### src/rtl/leaf_stage_pkg.sv
// Shared types for the leaf accumulator stage.
// Holds the FSM state enum and the group-count width.
package leaf_stage_pkg;

  localparam int CNT_W = 5;

  typedef enum logic [1:0] {
    IDLE,
    ACCUM,
    HOLD
  } state_t;

endpackage

### src/rtl/leaf_hold_reg.sv
// Output register for the leaf accumulator: captures one group result
// and holds it until downstream accepts it.
// Ports:
//   clk, rst   - clock, async active-high reset
//   i_load     - capture payload, raise o_valid
//   i_sum, i_cnt, i_sat - payload to capture
//   i_ready    - downstream accepts (transfer when o_valid && i_ready)
//   o_valid, o_sum, o_cnt, o_sat - registered result
module leaf_hold_reg #(
  parameter int SW = 11,
  parameter int CW = 5
) (
  input  logic          clk,
  input  logic          rst,
  input  logic          i_load,
  input  logic [SW-1:0] i_sum,
  input  logic [CW-1:0] i_cnt,
  input  logic          i_sat,
  input  logic          i_ready,
  output logic          o_valid,
  output logic [SW-1:0] o_sum,
  output logic [CW-1:0] o_cnt,
  output logic          o_sat
);

  logic          r_valid;
  logic [SW-1:0] r_sum;
  logic [CW-1:0] r_cnt;
  logic          r_sat;

  // Load only arrives while empty, so it never races a transfer.
  always_ff @(posedge clk or posedge rst) begin
    if (rst) begin
      r_valid <= 1'b0;
      r_sum   <= '0;
      r_cnt   <= '0;
      r_sat   <= 1'b0;
    end else if (i_load) begin
      r_valid <= 1'b1;
      r_sum   <= i_sum;
      r_cnt   <= i_cnt;
      r_sat   <= i_sat;
    end else if (r_valid && i_ready) begin
      r_valid <= 1'b0;
    end
  end

  assign o_valid = r_valid;
  assign o_sum   = r_sum;
  assign o_cnt   = r_cnt;
  assign o_sat   = r_sat;

endmodule

### src/rtl/leaf_accum_stage.sv
// Leaf accumulator: sums groups of up to N unsigned words and emits
// each group sum with its word count through a valid/ready register.
// Ports:
//   clk, rst                    - clock, async active-high reset
//   in_valid, in_data, in_ready - input word handshake
//   flush                       - close the current partial group
//   out_valid, out_ready        - result handshake
//   out_sum, out_cnt, out_sat   - group sum, word count, clamp flag
// Build option: LEAF_ACCUM_STAGE_SAT_EN clamps the running sum at
// 2**DW-1 and reports it on out_sat; otherwise out_sat is 0.
import leaf_stage_pkg::*;

module leaf_accum_stage #(
  parameter int DW = 8,
  parameter int N  = 4
) (
  input  logic                    clk,
  input  logic                    rst,
  input  logic                    in_valid,
  input  logic [DW-1:0]           in_data,
  output logic                    in_ready,
  input  logic                    flush,
  output logic                    out_valid,
  output logic [DW+$clog2(N):0]   out_sum,
  output logic [CNT_W-1:0]        out_cnt,
  output logic                    out_sat,
  input  logic                    out_ready
);

  localparam int SW = DW + $clog2(N) + 1;
  localparam logic [CNT_W-1:0] C_N = CNT_W'(N);

  state_t           r_state;
  state_t           w_state_nxt;
  logic [SW-1:0]    r_acc;
  logic [SW-1:0]    w_acc_nxt;
  logic [CNT_W-1:0] r_cnt;
  logic [CNT_W-1:0] w_cnt_nxt;
  logic [SW-1:0]    w_din;
  logic [SW-1:0]    w_sum;
  logic             w_xfer;
  logic             w_load;
  logic             w_sat_nxt;

  assign in_ready = (r_state != HOLD);
  assign w_xfer   = in_valid & in_ready;
  assign w_din    = SW'(in_data);
  // SW has headroom for N full-scale words, so this never wraps.
  assign w_sum    = r_acc + w_din;

`ifdef LEAF_ACCUM_STAGE_SAT_EN
  localparam logic [SW-1:0] C_MAX = SW'({DW{1'b1}});
  logic r_sat;
`endif

  always_comb begin
    w_state_nxt = r_state;
    w_acc_nxt   = r_acc;
    w_cnt_nxt   = r_cnt;
`ifdef LEAF_ACCUM_STAGE_SAT_EN
    w_sat_nxt   = r_sat;
`endif
    unique case (r_state)
      IDLE: begin
        if (w_xfer) begin
          w_acc_nxt = w_din;
          w_cnt_nxt = CNT_W'(1);
`ifdef LEAF_ACCUM_STAGE_SAT_EN
          w_sat_nxt = 1'b0;
`endif
          if (N == 1 || flush) w_state_nxt = HOLD;
          else                 w_state_nxt = ACCUM;
        end
      end
      ACCUM: begin
        if (w_xfer) begin
          w_acc_nxt = w_sum;
`ifdef LEAF_ACCUM_STAGE_SAT_EN
          if (w_sum > C_MAX) begin
            w_acc_nxt = C_MAX;
            w_sat_nxt = 1'b1;
          end
`endif
          w_cnt_nxt = r_cnt + CNT_W'(1);
          if (w_cnt_nxt == C_N || flush) w_state_nxt = HOLD;
        end else if (flush) begin
          w_state_nxt = HOLD;
        end
      end
      HOLD: begin
        if (out_ready) w_state_nxt = IDLE;
      end
      default: w_state_nxt = IDLE;
    endcase
  end

`ifndef LEAF_ACCUM_STAGE_SAT_EN
  assign w_sat_nxt = 1'b0;
`endif

  // The result register is filled on the same edge the FSM enters HOLD.
  assign w_load = (r_state != HOLD) && (w_state_nxt == HOLD);

  always_ff @(posedge clk or posedge rst) begin
    if (rst) begin
      r_state <= IDLE;
      r_acc   <= '0;
      r_cnt   <= '0;
    end else begin
      r_state <= w_state_nxt;
      r_acc   <= w_acc_nxt;
      r_cnt   <= w_cnt_nxt;
    end
  end

`ifdef LEAF_ACCUM_STAGE_SAT_EN
  always_ff @(posedge clk or posedge rst) begin
    if (rst) r_sat <= 1'b0;
    else     r_sat <= w_sat_nxt;
  end
`endif

  leaf_hold_reg #(
    .SW(SW),
    .CW(CNT_W)
  ) u_hold (
    .clk     (clk),
    .rst     (rst),
    .i_load  (w_load),
    .i_sum   (w_acc_nxt),
    .i_cnt   (w_cnt_nxt),
    .i_sat   (w_sat_nxt),
    .i_ready (out_ready),
    .o_valid (out_valid),
    .o_sum   (out_sum),
    .o_cnt   (out_cnt),
    .o_sat   (out_sat)
  );

endmodule

### config.mk
export PLATFORM = sky130hd
export DESIGN_NAME = leaf_accum_stage
export DESIGN_NICKNAME = d
export VERILOG_FILES = /design/src/rtl/leaf_stage_pkg.sv /design/src/rtl/leaf_hold_reg.sv /design/src/rtl/leaf_accum_stage.sv
export SDC_FILE = /design/constraint.sdc
export NUM_CORES = 1
export LEC_CHECK = 0
export CAP_MARGIN = 10
export CORE_MARGIN = 2
export CORE_UTILIZATION = 45
export DETAILED_ROUTE_END_ITERATION = 10
export PLACE_DENSITY = 0.72
export SYNTH_ARGS = -nofsm -noshare
export SYNTH_HDL_FRONTEND = slang
export SYNTH_HIERARCHICAL = 1
export SYNTH_SLANG_ARGS = --single-unit
### constraint.sdc
create_clock -name clk -period 5.2 [get_ports clk]
set_input_delay 1.04 -clock clk [delete_from_list [all_inputs] [get_ports clk]]
set_output_delay 1.04 -clock clk [all_outputs]
set_load 0.02 [all_outputs]
# --- Word-level counts from Yosys, hierarchy flattened ---
# Index checks and enable logic that the tools add are counted.
word_totals:
  reg_bits: 35
  latchBits: 0
  ram_bits: 0
  rom_bits: 0
  inputBits: 13
  output_inout_bits: 19
  n_memories: 0
classes:
  add_sub_neg: 2
  mul: 0
  div_mod_pow: 0
  n_lt_le_gt_ge: 0
  n_eq_ne: 5
  shifts: 0
  mux: 15
  bitwise: 1
  reduce_logical: 5
ops:
  columns: ["operator", "n"]
  rows:
  - ["two-way mux 11 bit", 2]
  - ["one-hot mux 11 bit (2 select lines)", 1]
  - ["two-way mux 2 bit", 6]
  - ["adder 11 x 8 -> 11 bit", 1]
  - ["two-way mux 5 bit", 2]
  - ["one-hot mux 5 bit (2 select lines)", 1]
  - ["one-hot mux 2 bit (3 select lines)", 1]
  - ["adder 5 x 1 -> 5 bit (second input constant)", 1]
  - ["== test 5 x 3 -> 1 bit (second input constant)", 1]
  - ["== test 2 bit (second input constant)", 2]
  - ["== test 2 x 1 -> 1 bit (second input constant)", 1]
  - ["logical AND 1 bit", 2]
  - ["logical NOT 2 bit", 1]
  - ["two-way mux 1 bit", 2]
  - ["inequality test 2 bit (second input constant)", 1]
  - ["nonzero test 2 bit", 1]
  - ["bitwise AND 1 bit", 1]
  - ["logical OR 1 bit", 1]

# --- Longest topological paths before layout ---
depth:
  depth_word: 9
  depth_mapped: 9

# --- Cells and area by module ---
# Netlist, hierarchy kept.
by_module_without_submodules:
  columns: ["mod", "n_inst", "cells_per_inst", "area_each_um2", "seq_area_each_um2"]
  rows:
  - ["leaf_accum_stage", 1, 136, 1256.2, 450.4]
  - ["leaf_hold_reg", 1, 40, 723.2, 450.4]

# --- Least setup slack after synthesis ---
# Ideal clock, no wire load.
synth_path:
  path_kind: "input-to-reg"
  startpoint: "input in_data[0]"
  endpoint: "register u_hold.r_sum[10], in the netlist u_hold/o_sum[10]"
  setup_time_ns: 0.125
  t_arrival_ns: 2.744
  required_ns: 5.075
  slack_ns: 2.331
  stages: 9
  path_cell_list: "ha_1 fa_1 a211oi_2 o21bai_1 a21oi_1 a21oi_1 nand4b_1 o211ai_1 mux2_2"
synth_between:
  elab_chain_cells: 3
synth_rtl:
  columns: ["item", "line", "rtl"]
  rows:
  - ["start, declared", "leaf_accum_stage.sv:20", "input logic [DW-1:0] in_data,"]
  - ["adder 11 x 8 -> 11 bit", "leaf_accum_stage.sv:49", "assign w_sum = r_acc + w_din;"]
  - ["two-way mux 11 bit", "leaf_accum_stage.sv:76", "if (w_xfer) begin"]
  - ["one-hot mux 11 bit (2 select lines)", "leaf_accum_stage.sv:63", "unique case (r_state)"]
  - ["net w_acc_nxt[10]", "leaf_accum_stage.sv:36", "logic [SW-1:0] w_acc_nxt;"]
  - ["end signal, assigned", "leaf_hold_reg.sv:40", "r_sum <= i_sum;"]
  - ["end, declared", "leaf_hold_reg.sv:27", "logic [SW-1:0] r_sum;"]
# The timed path passes the listed nets, and every way through them passes these cells.
# A chain may end at the register's enable or synchronous reset.

# --- Final worst setup path ---
# Ends and elaborated chain as after synthesis.

==> out/metrics.yaml <==
cap_violations: 0
vdd_drop_max_v: 0.000258
setup_viol: 0
clk_latency_ps: 290
dr.pass1.iters: 4
dp_cells: 253
endpoint_kind: "register"
fp.coreArea_mm2: 0.00429
fin_cells: 262
synthFlopType: "dfrtp_1"
cts_resized: 0
slowest_delay_ps: 440
postCtsSetupBuffers: 0
pre_cts_slack_ps: 1620
crit_top_cell: "a21oi_1"
drc_errors: 0
max_freq_mhz: 306
seq_area_um2: 901
status: "finished, final reports clean"
p_int_mw: 0.720
yosys.cell_types.count: 45
finClkSkew_ps: 7.47
synthesis.nets: 200
rows: 24
die_width_um: 70.3
grt_pass1_wl_um: 6480
clk_pin_slew_ps: 80
cts_root_buf: "clkbuf_8"
synthArstFlopShare: 1.00
ys_ff_latch: 36
criticalPathCategory: "in2reg"
hp-start: "u_hold/o_valid"
clockBufferDepth: 2
die-area_mm2: 0.00494
hold_viol: 0
powerDensity_mw_per_mm2: 465
nets: 233
antenna_found_initial: 0
worst_pin_slew_ps: 914
totalWireLength_um: 3710
syn_inst: 176
clock_sinks: 36
ios: 32
cts-buffers-inserted: 5
maxSlewViolCount: 0
netlist_area_mm2: 0.00198
period_share: 0.628
cp.arrival_ps: 3450
worstReg2RegStart: "r_state[0]"
path_max_fanout: 3
via_count: 1369
cp_slowest_cell: "fa_1"
crit_chain: "clkdlybuf4s50_1 > ha_1 > fa_1 > a211oi_2 > o21bai_1 > a21oi_1 > a21oi_1 > nand4b_1 > o211ai_1 > mux2_2"
rsz0062_at_grt: "false"
htreeDepth: 2
p_sw_frac: 0.361
io_buffers: 31
grt-ovfl-total: 0
power_leakage_nw: 1.10
cp-startpoint: "in_data[0]"
switchingPower_mw: 0.407
yosys_warnings: 6
start_util: 0.461
final_layout_size_suffix_gt1_frac: 0.171
design_area_mm2: 0.00242
p_seq_frac: 0.373
fin_ws_ps: 1930
synthToLayoutAreaGrowth_pct: 22.4
first_global_vias: 1337
grt_max_degree: 27
crit_family: "compound AO/OA/AOI/OAI gates"
cts_hold_buffers: 0
grt_use_total: 0.167
post_drt_wl_per_cell_um: 14.1
cts_tree: "done"
pwr-share-comb: 0.439
ant_nets: 0
hold_ws_ps: 487
setup-tns-final_ps: 0
gp_congestion: 0.793
drt_iter0_markers: 104
startpoint_type: "primary input"
synth_edf_count: 0
synth_seq_area_share: 0.455
multi_input_area_mm2: 0.00100
critical_path_required_ps: 5380
n_antenna_cell: 0
vias_per_cell: 5.23
die_h_um: 70.3
dp_hpwl_um: 2680
placed_cell_area_mm2: 0.00231
slew_headroom: 0.391
n_fill_cell: 360
syn-mean-instance-area_um2: 11.2
period_minus_slack_ps: 3270
cp_num_buf_inv: 1
power_frac_clock: 0.187
hold_path.class: "reg2reg"
[metrics by stage]
step,util,power (mW)
after floorplan,-,0.755
after global placement,0.538,0.916
after detailed placement,0.538,0.920
after CTS,0.561,1.14
after global routing,0.564,1.21
final,0.564,1.13
[worst paths after layout]
path	cells after the start	end	slack, ps
setup / recovery	10	u_hold/o_sum[10]	1930
setup reg to reg	7	u_hold/o_sum[10]	2430
hold / removal	1	u_hold/o_valid	490
max in group asynchronous	2	r_acc[9]	3540
hold reg to reg	1	u_hold/o_valid	490
min in group asynchronous	2	u_hold/o_sum[2]	1170
[power groups by stage]
stage | combinational [mW] | clock [mW] | sequential (mW)
floorplan | 0.285 | 0 | 0.471
global placement | 0.488 | 0 | 0.428
detailed placement | 0.491 | 0 | 0.429
CTS | 0.495 | 0.217 | 0.424
global route | 0.542 | 0.233 | 0.435
finish | 0.496 | 0.211 | 0.421
[registers in the layout, indices dropped and copies added, names as in the netlist]
signal / count
u_hold/o_sat: 1
u_hold/o_cnt: 5
r_state: 2
r_acc: 11
u_hold/o_valid: 1
r_cnt: 5
u_hold/o_sum: 11
[cell families after synthesis]
logic type,count (synthesis),synth area share
AOI/OAI and AO/OA,46,0.157
and+or+nand+nor,39,0.0999
DFF,36,0.455
muxes,24,0.150
buffers and inverters,14,0.0405
adders and majority gates,11,0.0733
xor gates and xnor gates,5,0.0221
other,1,0.00189
[cells in the mapped netlist, drive strengths merged (4+ instances only)]
cell | n | area (µm²)
a21o | 6 | 46.3
inv | 7 | 26.3
buf | 5 | 46.3
dfrtp | 36 | 901
nand2 | 19 | 73.8
a21oi | 10 | 57.6
mux2 | 18 | 236
a22o | 4 | 35.0
nand3 | 4 | 20.0
mux2i | 6 | 60.1
ha | 10 | 125
o21ai | 13 | 68.8
[cells in the final DEF, fill, tap and decap left out, drive strengths merged, types with 4 or more instances in the layout]
master         Yosys  final
a21o               6      6
clkdlybuf4s50      0     31
nand2             19     19
dfrtp             36     36
nand3              4      4
mux2i              6      6
a22o               4      4
mux2              18     18
o21ai             13     13
ha                10     10
clkbuf             2      6
a21oi             10     10
inv                7      8
[metal layers]
metal | vias up | routed length, µm | global-route usage
li1 | 701 | - | -
met1 | 643 | 1900 | 0.250
met2 | 21 | 1650 | 0.237
met3 | 4 | 117 | 0.0317
met4 | 0 | 45 | 0.0705
met5 | - | 0 | 0
[area by class of cell]
cell class / instances / area share
Timing Repair Buffer: 33 / 0.137
Sequential cell: 36 / 0.372
Tap cell: 52 / 0.0268
Clock buffer: 6 / 0.0341
Multi-Input combinational cell: 126 / 0.414
Inverter: 7 / 0.0108
Clock inverter: 2 / 0.00568
(Power assumes the default switching activity.)
